<file path="src/rtl/alu.sv">
// alu -- registered 8-bit arithmetic/logic unit for the execute stage.
//
// Each rising edge of clk samples opcode, a and b and registers the result
// on y, together with a zero flag (y == 0) and a signed-overflow flag.
// The latency is one cycle. There is no handshake and no enable.
//
// Ports:
//   clk       in   1      rising-edge clock
//   rst_n     in   1      asynchronous active-low reset (y=0, zero=1, overflow=0)
//   opcode    in   4      operation select (all 16 codes defined)
//   a         in   WIDTH  operand A
//   b         in   WIDTH  operand B; b[$clog2(WIDTH)-1:0] is the shift/rotate amount
//   y         out  WIDTH  registered result
//   zero      out  1      registered, 1 when y == 0
//   overflow  out  1      registered overflow flag (ADD/SUB signed, MUL unsigned)
//
// Build option:
//   ALU_SAT_EN  when defined, ADD/SUB saturate to the most positive or most
//               negative value on signed overflow, and MUL saturates to all-ones
//               when the product does not fit. zero follows the saturated result.

module alu #(
  parameter int WIDTH = 8
) (
  input  logic             clk,
  input  logic             rst_n,
  input  logic [3:0]       opcode,
  input  logic [WIDTH-1:0] a,
  input  logic [WIDTH-1:0] b,
  output logic [WIDTH-1:0] y,
  output logic             zero,
  output logic             overflow
);

  localparam int SH_W = $clog2(WIDTH);

`ifdef ALU_SAT_EN
  localparam bit SAT_EN = 1'b1;
`else
  localparam bit SAT_EN = 1'b0;
`endif

  typedef enum logic [3:0] {
    OP_ADD  = 4'd0,
    OP_SUB  = 4'd1,
    OP_AND  = 4'd2,
    OP_OR   = 4'd3,
    OP_XOR  = 4'd4,
    OP_NOR  = 4'd5,
    OP_NAND = 4'd6,
    OP_XNOR = 4'd7,
    OP_SHL  = 4'd8,
    OP_SHR  = 4'd9,
    OP_SAR  = 4'd10,
    OP_ROL  = 4'd11,
    OP_ROR  = 4'd12,
    OP_SLT  = 4'd13,
    OP_SLTU = 4'd14,
    OP_MUL  = 4'd15
  } op_e;

  // Signed saturation for ADD/SUB. On overflow the true result carries the
  // sign of a (both operands share it for ADD; for SUB it is a's sign), so
  // neg selects the most negative value, otherwise the most positive.
  function automatic logic [WIDTH-1:0] sat_signed(
    input logic [WIDTH-1:0] wrapped,
    input logic             ovf,
    input logic             neg
  );
    if (SAT_EN && ovf) begin
      return neg ? {1'b1, {(WIDTH-1){1'b0}}} : {1'b0, {(WIDTH-1){1'b1}}};
    end
    return wrapped;
  endfunction

  // Unsigned saturation for MUL: all-ones when the product overflowed.
  function automatic logic [WIDTH-1:0] sat_unsigned(
    input logic [WIDTH-1:0] wrapped,
    input logic             ovf
  );
    if (SAT_EN && ovf) begin
      return {WIDTH{1'b1}};
    end
    return wrapped;
  endfunction

  op_e                    op_p0;
  logic signed [WIDTH-1:0] a_s_p0;
  logic signed [WIDTH-1:0] b_s_p0;
  logic [SH_W-1:0]        sh_p0;
  logic [WIDTH-1:0]       sum_p0;
  logic [WIDTH-1:0]       diff_p0;
  logic                   add_ovf_p0;
  logic                   sub_ovf_p0;
  logic [2*WIDTH-1:0]     prod_p0;
  logic                   mul_ovf_p0;
  logic [2*WIDTH-1:0]     rol_p0;
  logic [2*WIDTH-1:0]     ror_p0;
  logic [WIDTH-1:0]       res_p0;
  logic                   ovf_p0;
  logic                   zero_p0;

  logic [WIDTH-1:0]       y_p1;
  logic                   zero_p1;
  logic                   ovf_p1;

  // ---- stage p0: combinational execute on the presented operands ----
  assign op_p0  = op_e'(opcode);
  assign a_s_p0 = a;
  assign b_s_p0 = b;
  assign sh_p0  = b[SH_W-1:0];

  assign sum_p0     = a + b;
  assign diff_p0    = a - b;
  assign add_ovf_p0 = (a_s_p0[WIDTH-1] == b_s_p0[WIDTH-1]) &&
                      (sum_p0[WIDTH-1] != a_s_p0[WIDTH-1]);
  assign sub_ovf_p0 = (a_s_p0[WIDTH-1] != b_s_p0[WIDTH-1]) &&
                      (diff_p0[WIDTH-1] != a_s_p0[WIDTH-1]);

  assign prod_p0    = {{WIDTH{1'b0}}, a} * {{WIDTH{1'b0}}, b};
  assign mul_ovf_p0 = |prod_p0[2*WIDTH-1:WIDTH];

  // Rotates via a doubled operand: the bits shifted out of one copy are
  // refilled from the other, so the wanted window is one half of the result.
  assign rol_p0 = {a, a} << sh_p0;
  assign ror_p0 = {a, a} >> sh_p0;

  always_comb begin
    res_p0 = '0;
    ovf_p0 = 1'b0;
    case (op_p0)
      OP_ADD: begin
        ovf_p0 = add_ovf_p0;
        res_p0 = sat_signed(sum_p0, add_ovf_p0, a_s_p0[WIDTH-1]);
      end
      OP_SUB: begin
        ovf_p0 = sub_ovf_p0;
        res_p0 = sat_signed(diff_p0, sub_ovf_p0, a_s_p0[WIDTH-1]);
      end
      OP_AND:  res_p0 = a & b;
      OP_OR:   res_p0 = a | b;
      OP_XOR:  res_p0 = a ^ b;
      OP_NOR:  res_p0 = ~(a | b);
      OP_NAND: res_p0 = ~(a & b);
      OP_XNOR: res_p0 = ~(a ^ b);
      OP_SHL:  res_p0 = a << sh_p0;
      OP_SHR:  res_p0 = a >> sh_p0;
      OP_SAR:  res_p0 = a_s_p0 >>> sh_p0;
      OP_ROL:  res_p0 = rol_p0[2*WIDTH-1:WIDTH];
      OP_ROR:  res_p0 = ror_p0[WIDTH-1:0];
      OP_SLT:  res_p0 = {{(WIDTH-1){1'b0}}, (a_s_p0 < b_s_p0)};
      OP_SLTU: res_p0 = {{(WIDTH-1){1'b0}}, (a < b)};
      OP_MUL: begin
        ovf_p0 = mul_ovf_p0;
        res_p0 = sat_unsigned(prod_p0[WIDTH-1:0], mul_ovf_p0);
      end
      default: begin
        res_p0 = '0;
        ovf_p0 = 1'b0;
      end
    endcase
    zero_p0 = (res_p0 == '0);
  end

  // ---- stage p1: output register ----
  always_ff @(posedge clk or negedge rst_n) begin
    if (!rst_n) begin
      y_p1    <= '0;
      zero_p1 <= 1'b1;
      ovf_p1  <= 1'b0;
    end else begin
      y_p1    <= res_p0;
      zero_p1 <= zero_p0;
      ovf_p1  <= ovf_p0;
    end
  end

  assign y        = y_p1;
  assign zero     = zero_p1;
  assign overflow = ovf_p1;

endmodule

</file>
<file path="config.mk">
export PLATFORM = sky130hd
export DESIGN_NAME = alu
export DESIGN_NICKNAME = d
export VERILOG_FILES = /design/src/rtl/alu.sv
export SDC_FILE = /design/constraint.sdc
export NUM_CORES = 1
export LEC_CHECK = 0
export ABC_AREA = 1
export CAP_MARGIN = 20
export CORE_MARGIN = 2
export CORE_UTILIZATION = 50
export CTS_CLUSTER_DIAMETER = 30
export DETAILED_ROUTE_END_ITERATION = 6
export GPL_ROUTABILITY_DRIVEN = 0
export GPL_TIMING_DRIVEN = 0
export PLACE_DENSITY = 0.66
export SYNTH_ARGS = -nofsm -noshare
export SYNTH_HDL_FRONTEND = slang
export SYNTH_SLANG_ARGS = --single-unit
</file>
<file path="constraint.sdc">
create_clock -name clk -period 1.1 [get_ports clk]
set_input_delay 0.33 -clock clk [delete_from_list [all_inputs] [get_ports clk]]
set_output_delay 0.33 -clock clk [all_outputs]
set_load 0.005 [all_outputs]
</file>
# After elaboration in Yosys (flattened, before gate mapping)
# Cells that the tools add are included.
[op_classes]
reduce_logical = 5
n_bitwise = 6
mux = 2
n_shift = 5
magnitude_cmp = 2
n_addsub = 2
eq_ne = 19
n_div = 0
n_mul = 1
[op_table]
columns = ["op", "n"]
rows = [
  ["$pmux 8 s16", 1],
  ["$eq 4x4->1 const B", 8],
  ["$not 8->8", 3],
  ["$eq 4x3->1 const B", 4],
  ["$lt 8x8->1", 2],
  ["$mul 8x8->16", 1],
  ["$shl 16x3->16", 1],
  ["$shr 16x3->8", 1],
  ["$add 8x8->8", 1],
  ["$and 8x8->8", 1],
  ["$eq 4x2->1 const B", 2],
  ["$logic_not 8->1", 1],
  ["$or 8x8->8", 1],
  ["$reduce_or 8->1", 1],
  ["$shl 8x3->8", 1],
  ["$shr 8x3->8", 1],
  ["$sshr 8x3->8", 1],
  ["$sub 8x8->8", 1],
  ["$xor 8x8->8", 1],
  ["$eq 4x1->1 const B", 1],
  ["$logic_not 4->1", 1],
  ["$ne 1x1->1", 3],
  ["$pmux 1 s3", 1],
  ["$logic_and 1x1->1", 2],
  ["$eq 1x1->1", 1],
]
[totals]
reg_bits = 10
romBits = 0
mem_bits_rw = 0
output_inout_bits = 10
memories = 0
input_bits = 22
latch_bits = 0
elab_cells = 45

# Longest topological paths before layout
# Gate-level depths: netlist of run 1.
[logic_depth]
word_depth = 4
mapped_depth = 25
ltp_nobuf = 23

# Worst setup path after synthesis of run 1
# Ideal clock, no wire load.
[synth_timing]
path_kind = "input -> register"
from = "in b[2]"
to = "reg ovf_p1 (netlist: overflow)"
t_arrival_ns = 4.130
setup_time_ns = 0.117
t_required_ns = 0.983
cell_stages = 23
n_path_buf = 2
setup_slack_ns = -3.147
path_cell_list = "buf_2 -> clkbuf_1 -> nand2_1 -> inv_1 -> fa_1 -> inv_1 -> fa_1 -> inv_1 -> fa_1 -> inv_1 -> fa_1 -> inv_1 -> ha_1 -> a21oi_1 -> nor2_1 -> o21ai_0 -> nand3_1 -> nand2_1 -> nand2_1 -> a21oi_1 -> nand3_1 -> nand2_1 -> nand2_1"
[synth_via]
elab_chain_len = 4
word_cells_on_any_way = 9
classes_between = "add/sub: 2; mul: 1; eq/ne: 2; mux: 1; reduce/logical: 3"
[synth_lines]
columns = ["item", "line", "rtl"]
rows = [
  ["from (decl)", "29", "input logic [WIDTH-1:0] b,"],
  ["parallel branches: the longest is 3 deep, another holds $mul 8x8->16", "--", ""],
  ["$pmux 1 s3 *", "131", "case (op_p0)"],
  ["via ovf_p0", "100", "logic ovf_p0;"],
  ["to (signal assigned)", "174", "ovf_p1 <= ovf_p0;"],
  ["to (decl)", "105", "logic ovf_p1;"],
]
# Mark *: on every way through the listed nets, which the timed path passes.

# Worst setup path in the final report of run 1
# Ends and elaborated chain as after synthesis.

==> results of run 1 <==
layer usage:
metal	routed length, µm	global-route usage (%)
met5	0	0
met1	7250	45.61
met2	7523	50.30
met4	497	8.198
met3	1434	2.890
state kept, by name, indices dropped and copies added, names as in the netlist:
| signal | count |
|---|---|
| y | 8 |
| zero | 1 |
| overflow | 1 |
logic make-up (layout without fill, tap and decap cells):
kind of cell    after synthesis  in the layout  synth area share, %
compound gates               69             69                7.772
xor+xnor                      7              7                1.245
flops                        10             10                5.106
simple gates                469            469                39.78
buf+inv                     191            267                15.16
fa+ha+maj                    99             99                30.94
power groups by stage:
| stage | registers, W | clock network (W) | logic [W] |
|---|---|---|---|
| after detailed placement | 0.000449 | 0 | 0.00474 |
| after floorplan | 0.000461 | 0 | 0.00354 |
| after CTS | 0.000441 | 0.000463 | 0.00517 |
| final | 0.000441 | 0.000453 | 0.00595 |
| after global routing | 0.000447 | 0.000475 | 0.00666 |
| after global placement | 0.000448 | 0 | 0.00462 |
area by class of cell:
| type | instances | area, µm² | area share (%) |
|---|---|---|---|
| Inverter | 164 | 644.4 | 9.896 |
| Timing Repair Buffer | 71 | 576.8 | 8.859 |
| Buffer | 27 | 326.6 | 5.015 |
| Tap cell | 133 | 166.4 | 2.556 |
| Multi-Input combinational cell | 644 | 4486 | 68.89 |
| Timing Repair inverter | 1 | 5.005 | 0.07686 |
| Sequential cell | 10 | 251.5 | 3.862 |
| Clock buffer | 4 | 55.05 | 0.8455 |
synth_stat cells, types with 2 or more instances:
cell type and count:
and2_1 2, nand3b_1 3, nor3_1 2, fa_1 38, ha_1 61, o21a_1 2, xnor2_1 2, nand4_1 14
nor2_1 75, nand2_4 2, or2_2 3, inv_1 158, o21bai_1 3, nand2_2 3, nand3_1 84, a21oi_1 24
dfrtp_1 9, clkbuf_1 10, inv_2 4, xor2_1 5, clkinv_1 2, o21ai_2 2, o21ai_0 26, nor2_2 3
buf_2 15, o211ai_1 2, o21ai_1 7, nand2_1 277
stage by stage:
stage               hold WS [ps]  cells  power, W  util, %  instance area [µm²]
global route               446.0   1054  0.007586    67.24                 6511
floorplan                  34.41    845  0.004002        -                 5091
detailed placement         665.8   1009  0.005191    57.49                 5568
finish                     403.0   1054  0.006844    67.24                 6511
CTS                        410.7   1036  0.006076    62.51                 6053
global placement           650.1   1009  0.005063    57.49                 5568
how the worst min path moves through the flow:
stage	startpoint	endpoint	slack (ps)	depth (start not counted)
CTS	rst_n	y[1]$_DFF_PN0_	410	1
finish	rst_n	y[6]$_DFF_PN0_	400	1
global route	rst_n	y[0]$_DFF_PN0_	450	1
detailed placement	rst_n	y[2]$_DFF_PN0_	670	1
floorplan	rst_n	overflow$_DFF_PN0_	30	0
global placement	rst_n	y[1]$_DFF_PN0_	650	1
timing repair:
action | CTS | global route
resized for setup | 181 | 114
endpoints found under the setup margin | 20 | 11
pin swaps | 34 | 30
cloned | 0 | 2
buffers inserted | 23 | 16
hold endpoints to repair | 0 | 0
==> flow_summary.toml, run 1 <==
[die]
std_cell_rows = 36
num_io_pins = 32
die_h_um = 103.3
start_util_pct = 50.87
die_area_um2 = 10660
core_area_um2 = 9684
die_w_um = 103.3

[sta]
rsz0062_at_grt = "true"
worst_slack_ps = -3121
fin_crit_sh_pct = 383.7
finalSetupViolCount = 11
drv_slew = 0
period_needed_ps = 4221
tns_ps = -20290
finalHoldViolCount = 0
slew_headroom_pct = 68.06
fmax_mhz = 236.9
tightest_slew_ps = 477.3

[logic_synthesis]
synth_area_leaders = "nand2_1, ha_1, fa_1"
ys.flop_type = "dfrtp_1"
yosys_warnings = 0
yosys_register_bits = 10
synth_edf_count = 0
synth_fp_nets = 966
synth_top_area_share_pct = 21.11
synthCells = 845
syn_area_um2 = 4926
seq_area_frac_synth_pct = 5.105
avgSynthCellArea_um2 = 5.830
async_flop_share_pct = 100.0
synth_top_cell_by_area = "nand2_1"
synth_cell_types = 35

[placement]
portBuffers = 31
pre_cts_slack_ps = -3998
dp_hpwl_um = 13010

[global_routing]
overflow = 0
grt_pass1_vias = 5313
grt_max_degree = 13
track_usage_pct = 31.42
antenna_found_initial = 0
grt_pass1_wl_um = 25920

[clocking]
cts_inserted_buffers = 3
cts_max_level = 1
clock-sinks = 10
path_clk_slew_ps = 50
cts_root_buffer = "clkbuf_8"
cts_tree = "yes"
hold_buffers = 0
clockBufferDepth = 2

[power_and_ir_drop]
p_clk_share_pct = 6.6
p_comb_share_pct = 86.9
p_int_w = 0.003205
power.switching_w = 0.003639
leakagePower_nw = 3.647
vdd_ir_drop_max_uv = 1170
power_density_nw_per_um2 = 1051
power_frac_seq_pct = 6.4
power.share.switching_pct = 53.17

[drt]
drt_first_pass_iters = 5
wirelength_um = 16710
drc = 0
ant_nets = 0
vias = 5763
viasPerCell = 5.468
drt_iter0_drc = 444
wire_per_inst_um = 15.85

[worst_setup_path]
startpoint = "b[2]"
slowest_stage = "fa_1"
crit_path_max_incr_delay_ps = 550
critPathLaunchType = "input port"
cp_max_fo = 4
setup.worst_path.end_class = "flip-flop"
critPathCapture = "overflow$_DFF_PN0_"
worstSetupPathType = "input port to flip-flop"
crit_chain = "buf_8 -> buf_8 -> clkbuf_16 -> nand2_4 -> inv_2 -> fa_1 -> inv_1 -> fa_1 -> fa_1 -> fa_1 -> inv_2 -> ha_4 -> a21oi_4 -> nor2_1 -> nor2_2 -> nand2_2 -> a21oi_2 -> nand2_1 -> a21oi_2 -> nand3_2 -> nand2_2 -> nand2_2"
path_buf_inv = 6
cp_top_family = "adder cells"
arrival_ps = 4340
cp_num_cells = 22
cp.required_ps = 1210
cpMostUsedCell = "fa_1"

[cells_and_area]
layout_commonest_cell = "nand2_1"
drive_gt1_share_pct = 25.73
mostFrequentLayoutCells = "nand2_1, inv_1, nand3_1, nor2_1, ha_1"
area_growth_pct = 32.18
nFillCells = 914
layout.nets = 1043
n_antenna_cell = 0

[flow_run]
drv_cap = 0

[status]
violations = "negative setup slack"
outcome = "complete, but fails checks"

[hold_path]
worstHoldPathType = "input port to async pin"
No activity file was read; power rests on OpenSTA's default activity.
==> inputs of run 2 (changes only) <==
--- a/config.mk
+++ b/config.mk
@@ -14,6 +14,7 @@
 export GPL_ROUTABILITY_DRIVEN = 0
 export GPL_TIMING_DRIVEN = 0
 export PLACE_DENSITY = 0.66
+export SKIP_CTS_REPAIR_TIMING = 1
 export SYNTH_ARGS = -nofsm -noshare
 export SYNTH_HDL_FRONTEND = slang
 export SYNTH_SLANG_ARGS = --single-unit
==> run 2 against run 1 <==
Net effect:
- the flow still finishes with violations (negative setup slack)
- die area did not move
- global-route usage fell by 1.1 points
- routed wire length fell by 3.1%
==> flow_summary.toml, run 2 (same netlist as run 1, synthesis figures left out) <==
[die]
num_io_pins = 32
die_area_um2 = 10660
die_h_um = 103.3
std_cell_rows = 36
start_util_pct = 50.87
core_area_um2 = 9684
die_w_um = 103.3

[sta]
slew_headroom_pct = 66.86
worst_slack_ps = -3086
finalSetupViolCount = 11
rsz0062_at_grt = "true"
tightest_slew_ps = 495.3
finalHoldViolCount = 0
fmax_mhz = 238.9
period_needed_ps = 4186
tns_ps = -19770
drv_slew = 0
fin_crit_sh_pct = 380.5

[global_routing]
grt_pass1_vias = 5115
grt_pass1_wl_um = 25000
track_usage_pct = 30.34
antenna_found_initial = 0
overflow = 0
grt_max_degree = 13

[power_and_ir_drop]
vdd_ir_drop_max_uv = 1016
leakagePower_nw = 3.684
power_density_nw_per_um2 = 1023

[clocking]
clockBufferDepth = 2
cts_inserted_buffers = 3
clock-sinks = 10
path_clk_slew_ps = 50
cts_max_level = 1
cts_root_buffer = "clkbuf_8"
cts_tree = "yes"

[cells_and_area]
nFillCells = 927
layout.nets = 1028
layout_commonest_cell = "nand2_1"
area_growth_pct = 27.46
mostFrequentLayoutCells = "nand2_1, inv_1, nand3_1, nor2_1, ha_1"
n_antenna_cell = 0
largest_reg_flops = 8
drive_gt1_share_pct = 19.98
multi_input_area_um2 = 4345
instances_no_fill = 1039
ff_latch_area_um2 = 251.5

[drt]
drt_first_pass_iters = 6
wirelength_um = 16190
drt_iter0_drc = 430
viasPerCell = 5.467
ant_nets = 0
drc = 0
vias = 5680
wire_per_inst_um = 15.58

[worst_setup_path]
arrival_ps = 4300
startpoint = "b[2]"
cp_max_fo = 8
worstSetupPathType = "input port to flip-flop"
setup.worst_path.end_class = "flip-flop"
cp.required_ps = 1220
critPathLaunchType = "input port"

[status]
violations = "negative setup slack"
outcome = "complete, but fails checks"

[flow_run]
drv_cap = 0

[hold_path]
worstHoldPathType = "input port to async pin"

[placement]
dpl.cell_count = 1009
portBuffers = 31
dp_hpwl_um = 13010
run 2: cell types whose count changed in the layout (fill, tap and decap cells not counted), moves of 6 or more:
cell            change
inv_2               -6
buf_4               -9
nand2_1             +9
dlymetal6s2s_1     +15
inv_1              +10
buf_2              -11
run 2: routing by layer:
| layer | global-route usage, % | wire (µm) | vias to the layer above |
|---|---|---|---|
| met5 | 0 | 0 | - |
| met4 | 9.211 | 751 | 0 |
| met3 | 1.613 | 1339 | 54 |
| met2 | 46.95 | 6890 | 281 |
| met1 | 45.59 | 7206 | 2622 |
| li1 | - | - | 2723 |
run 2: final cells by class:
class                   count  area share (%)
plain buffers              27           4.783
clock buffers               4          0.8768
inverters                 164           9.984
multi-input cells         645           69.21
flip-flops and latches     10           4.006
well taps                 133           2.650
repair buffers             56           8.489
run 2: worst max-delay path by stage:
stage	endpoint	slack, ps	cells past startpoint
global route	overflow$_DFF_PN0_	-3220	22
finish	overflow$_DFF_PN0_	-3090	22
global placement	overflow$_DFF_PN0_	-3930	20
CTS	overflow$_DFF_PN0_	-3760	19
floorplan	overflow$_DFF_PN0_	-2820	25
detailed placement	overflow$_DFF_PN0_	-4000	19
run 2: where the power goes:
| group | internal [W] | switching, W |
|---|---|---|
| logic | 0.00227 | 0.00326 |
| clock network | 0.000314 | 0.000143 |
| registers | 0.000430 | 0.0000114 |
run 2: critical path: stages:
cell and delay, ps:
buf_8 100, buf_8 110, buf_8 130, nand2_2 60
inv_2 40, fa_1 560, inv_2 40, fa_1 480
fa_1 510, fa_1 540, inv_2 50, ha_4 230
a21oi_4 170, nor2_2 60, nor2_2 120, nand2_2 90
a21oi_2 150, nand2_1 80, a21oi_2 150, nand3_2 90
nand2_2 110, nand2_2 90
run 2: per-stage QoR:
stage	hold WS, ps	cell area [µm²]	setup WS (ps)	utilization (%)	power [W]
final	393.5	6279	-3086	64.83	0.006421
after global routing	445.5	6279	-3221	64.83	0.007135
after CTS	410.7	5623	-3758	58.06	0.005687
after detailed placement	665.8	5568	-3998	57.49	0.005191
after global placement	650.1	5568	-3928	57.49	0.005063
after floorplan	34.41	5091	-2820	-	0.004002
==> inputs of run 3 (changes only) <==
--- a/config.mk
+++ b/config.mk
@@ -9,6 +9,7 @@
 export CAP_MARGIN = 20
 export CORE_MARGIN = 2
 export CORE_UTILIZATION = 50
+export CTS_BUF_LIST = sky130_fd_sc_hd__clkbuf_2
 export CTS_CLUSTER_DIAMETER = 30
 export DETAILED_ROUTE_END_ITERATION = 6
 export GPL_ROUTABILITY_DRIVEN = 0
==> run 3 against run 2 <==
Net effect:
- the flow still finishes with violations (negative setup slack)
- first-iteration DRC count is 13% lower
- worst setup slack better by 18 ps
- combinational power is 5.1% higher
- critical path depth stayed put
- via count is 0.53% higher
- sequential share of layout area hardly changed
- routed wire length is 0.56% higher
- largest cell class unchanged
- global-route usage hardly changed
==> flow_summary.toml, run 3 (same netlist as run 1, synthesis figures left out) <==
[status]
outcome = "complete, but fails checks"
violations = "negative setup slack"

[global_routing]
overflow = 0
grt_pass1_wl_um = 24970
antenna_found_initial = 0
track_usage_pct = 30.32
grt_max_degree = 13
grt_pass1_vias = 5107

[die]
die_w_um = 103.3
die_area_um2 = 10660
core_area_um2 = 9684
num_io_pins = 32
start_util_pct = 50.87
die_h_um = 103.3
std_cell_rows = 36

[sta]
period_needed_ps = 4167
fmax_mhz = 240.0
fin_crit_sh_pct = 378.8
finalHoldViolCount = 0
drv_slew = 0
slew_headroom_pct = 67.43
finalSetupViolCount = 11
tns_ps = -20390
worst_slack_ps = -3067
tightest_slew_ps = 486.8
rsz0062_at_grt = "true"

[worst_setup_path]
slowest_stage = "fa_1"
arrival_ps = 4300
critPathLaunchType = "input port"
cp.required_ps = 1230
cp_max_fo = 7
crit_path_max_incr_delay_ps = 560
setup.worst_path.end_class = "flip-flop"
cp_top_family = "adder cells"
worstSetupPathType = "input port to flip-flop"
path_buf_inv = 6
crit_chain = "buf_8 -> buf_8 -> buf_8 -> nand2_2 -> inv_2 -> fa_1 -> inv_2 -> fa_1 -> fa_1 -> fa_1 -> inv_2 -> ha_4 -> a21oi_4 -> nor2_2 -> nor2_2 -> nand2_2 -> a21oi_2 -> nand2_1 -> a21oi_2 -> nand3_2 -> nand2_2 -> nand2_2"

[drt]
drt_iter0_drc = 372
vias = 5710
viasPerCell = 5.433
wire_per_inst_um = 15.49
drt_first_pass_iters = 5
drc = 0
wirelength_um = 16280
ant_nets = 0

[power_and_ir_drop]
leakagePower_nw = 3.587
p_int_w = 0.002918
power_density_nw_per_um2 = 1031
power.switching_w = 0.003515
vdd_ir_drop_max_uv = 1073
power.share.switching_pct = 54.65
power_frac_seq_pct = 6.9
p_clk_share_pct = 3.0
p_comb_share_pct = 90.1

[clocking]
clockBufferDepth = 2
cts_max_level = 1
clock-sinks = 10
cts_inserted_buffers = 3
path_clk_slew_ps = 90
cts_root_buffer = "clkbuf_2"
cts_tree = "yes"

[placement]
dpl.cell_count = 1009
dp_hpwl_um = 13010
portBuffers = 31
pre_cts_slack_ps = -3998

[cells_and_area]
n_antenna_cell = 0
largest_reg_flops = 8
mostFrequentLayoutCells = "nand2_1, inv_1, nand3_1, nor2_1, ha_1"
layout_commonest_cell = "nand2_1"
instances_no_fill = 1051
drive_gt1_share_pct = 21.57
layout.nets = 1040
nFillCells = 940
area_growth_pct = 26.67

[flow_run]
drv_cap = 0

[hold_path]
worstHoldPathType = "input port to async pin"
[run 3: layout make-up]
type / instances / area (µm²) / share of cell area (%)
Tap cell: 133 / 166.4 / 2.667
Timing Repair Buffer: 69 / 553.0 / 8.863
Clock buffer: 3 / 15.01 / 0.2406
Multi-Input combinational cell: 644 / 4332 / 69.42
Clock inverter: 1 / 3.754 / 0.06016
Inverter: 164 / 626.9 / 10.05
Buffer: 27 / 291.5 / 4.672
Sequential cell: 10 / 251.5 / 4.030
[run 3: worst max path at each step]
stage | startpoint | to | slack (ps) | cells after the start
after floorplan | b[2] | overflow$_DFF_PN0_ | -2820 | 25
after global placement | a[4] | overflow$_DFF_PN0_ | -3930 | 20
after detailed placement | a[1] | overflow$_DFF_PN0_ | -4000 | 19
after CTS | a[1] | overflow$_DFF_PN0_ | -3740 | 19
after global routing | b[2] | overflow$_DFF_PN0_ | -3180 | 22
final | b[2] | overflow$_DFF_PN0_ | -3070 | 22
[run 3: layer usage]
metal | GRT usage [%] | vias to the layer above | wire length [µm]
li1 | - | 2753 | -
met1 | 45.59 | 2631 | 7150
met2 | 46.85 | 281 | 7095
met3 | 1.613 | 45 | 1421
met4 | 9.211 | 0 | 610
met5 | 0 | - | 0
[run 3: power by group through the flow]
| stage | Clock (W) | Sequential, W | Combinational (W) |
|---|---|---|---|
| after floorplan | 0 | 0.000461 | 0.00354 |
| after global placement | 0 | 0.000448 | 0.00462 |
| after detailed placement | 0 | 0.000449 | 0.00474 |
| after CTS | 0.000206 | 0.000442 | 0.00478 |
| after global routing | 0.000221 | 0.000447 | 0.00651 |
| final | 0.000194 | 0.000441 | 0.00580 |
[run 3: metrics by stage]
stage	hold WS [ps]	area, µm²	util [%]	power [W]
6_report	376.8	6240	64.43	0.006433
5_1_grt	401.1	6240	64.43	0.007181
4_1_cts	374.6	5587	57.69	0.005427
3_5_place_dp	665.8	5568	57.49	0.005191
3_3_place_gp	650.1	5568	57.49	0.005063
2_1_floorplan	34.41	5091	-	0.004002
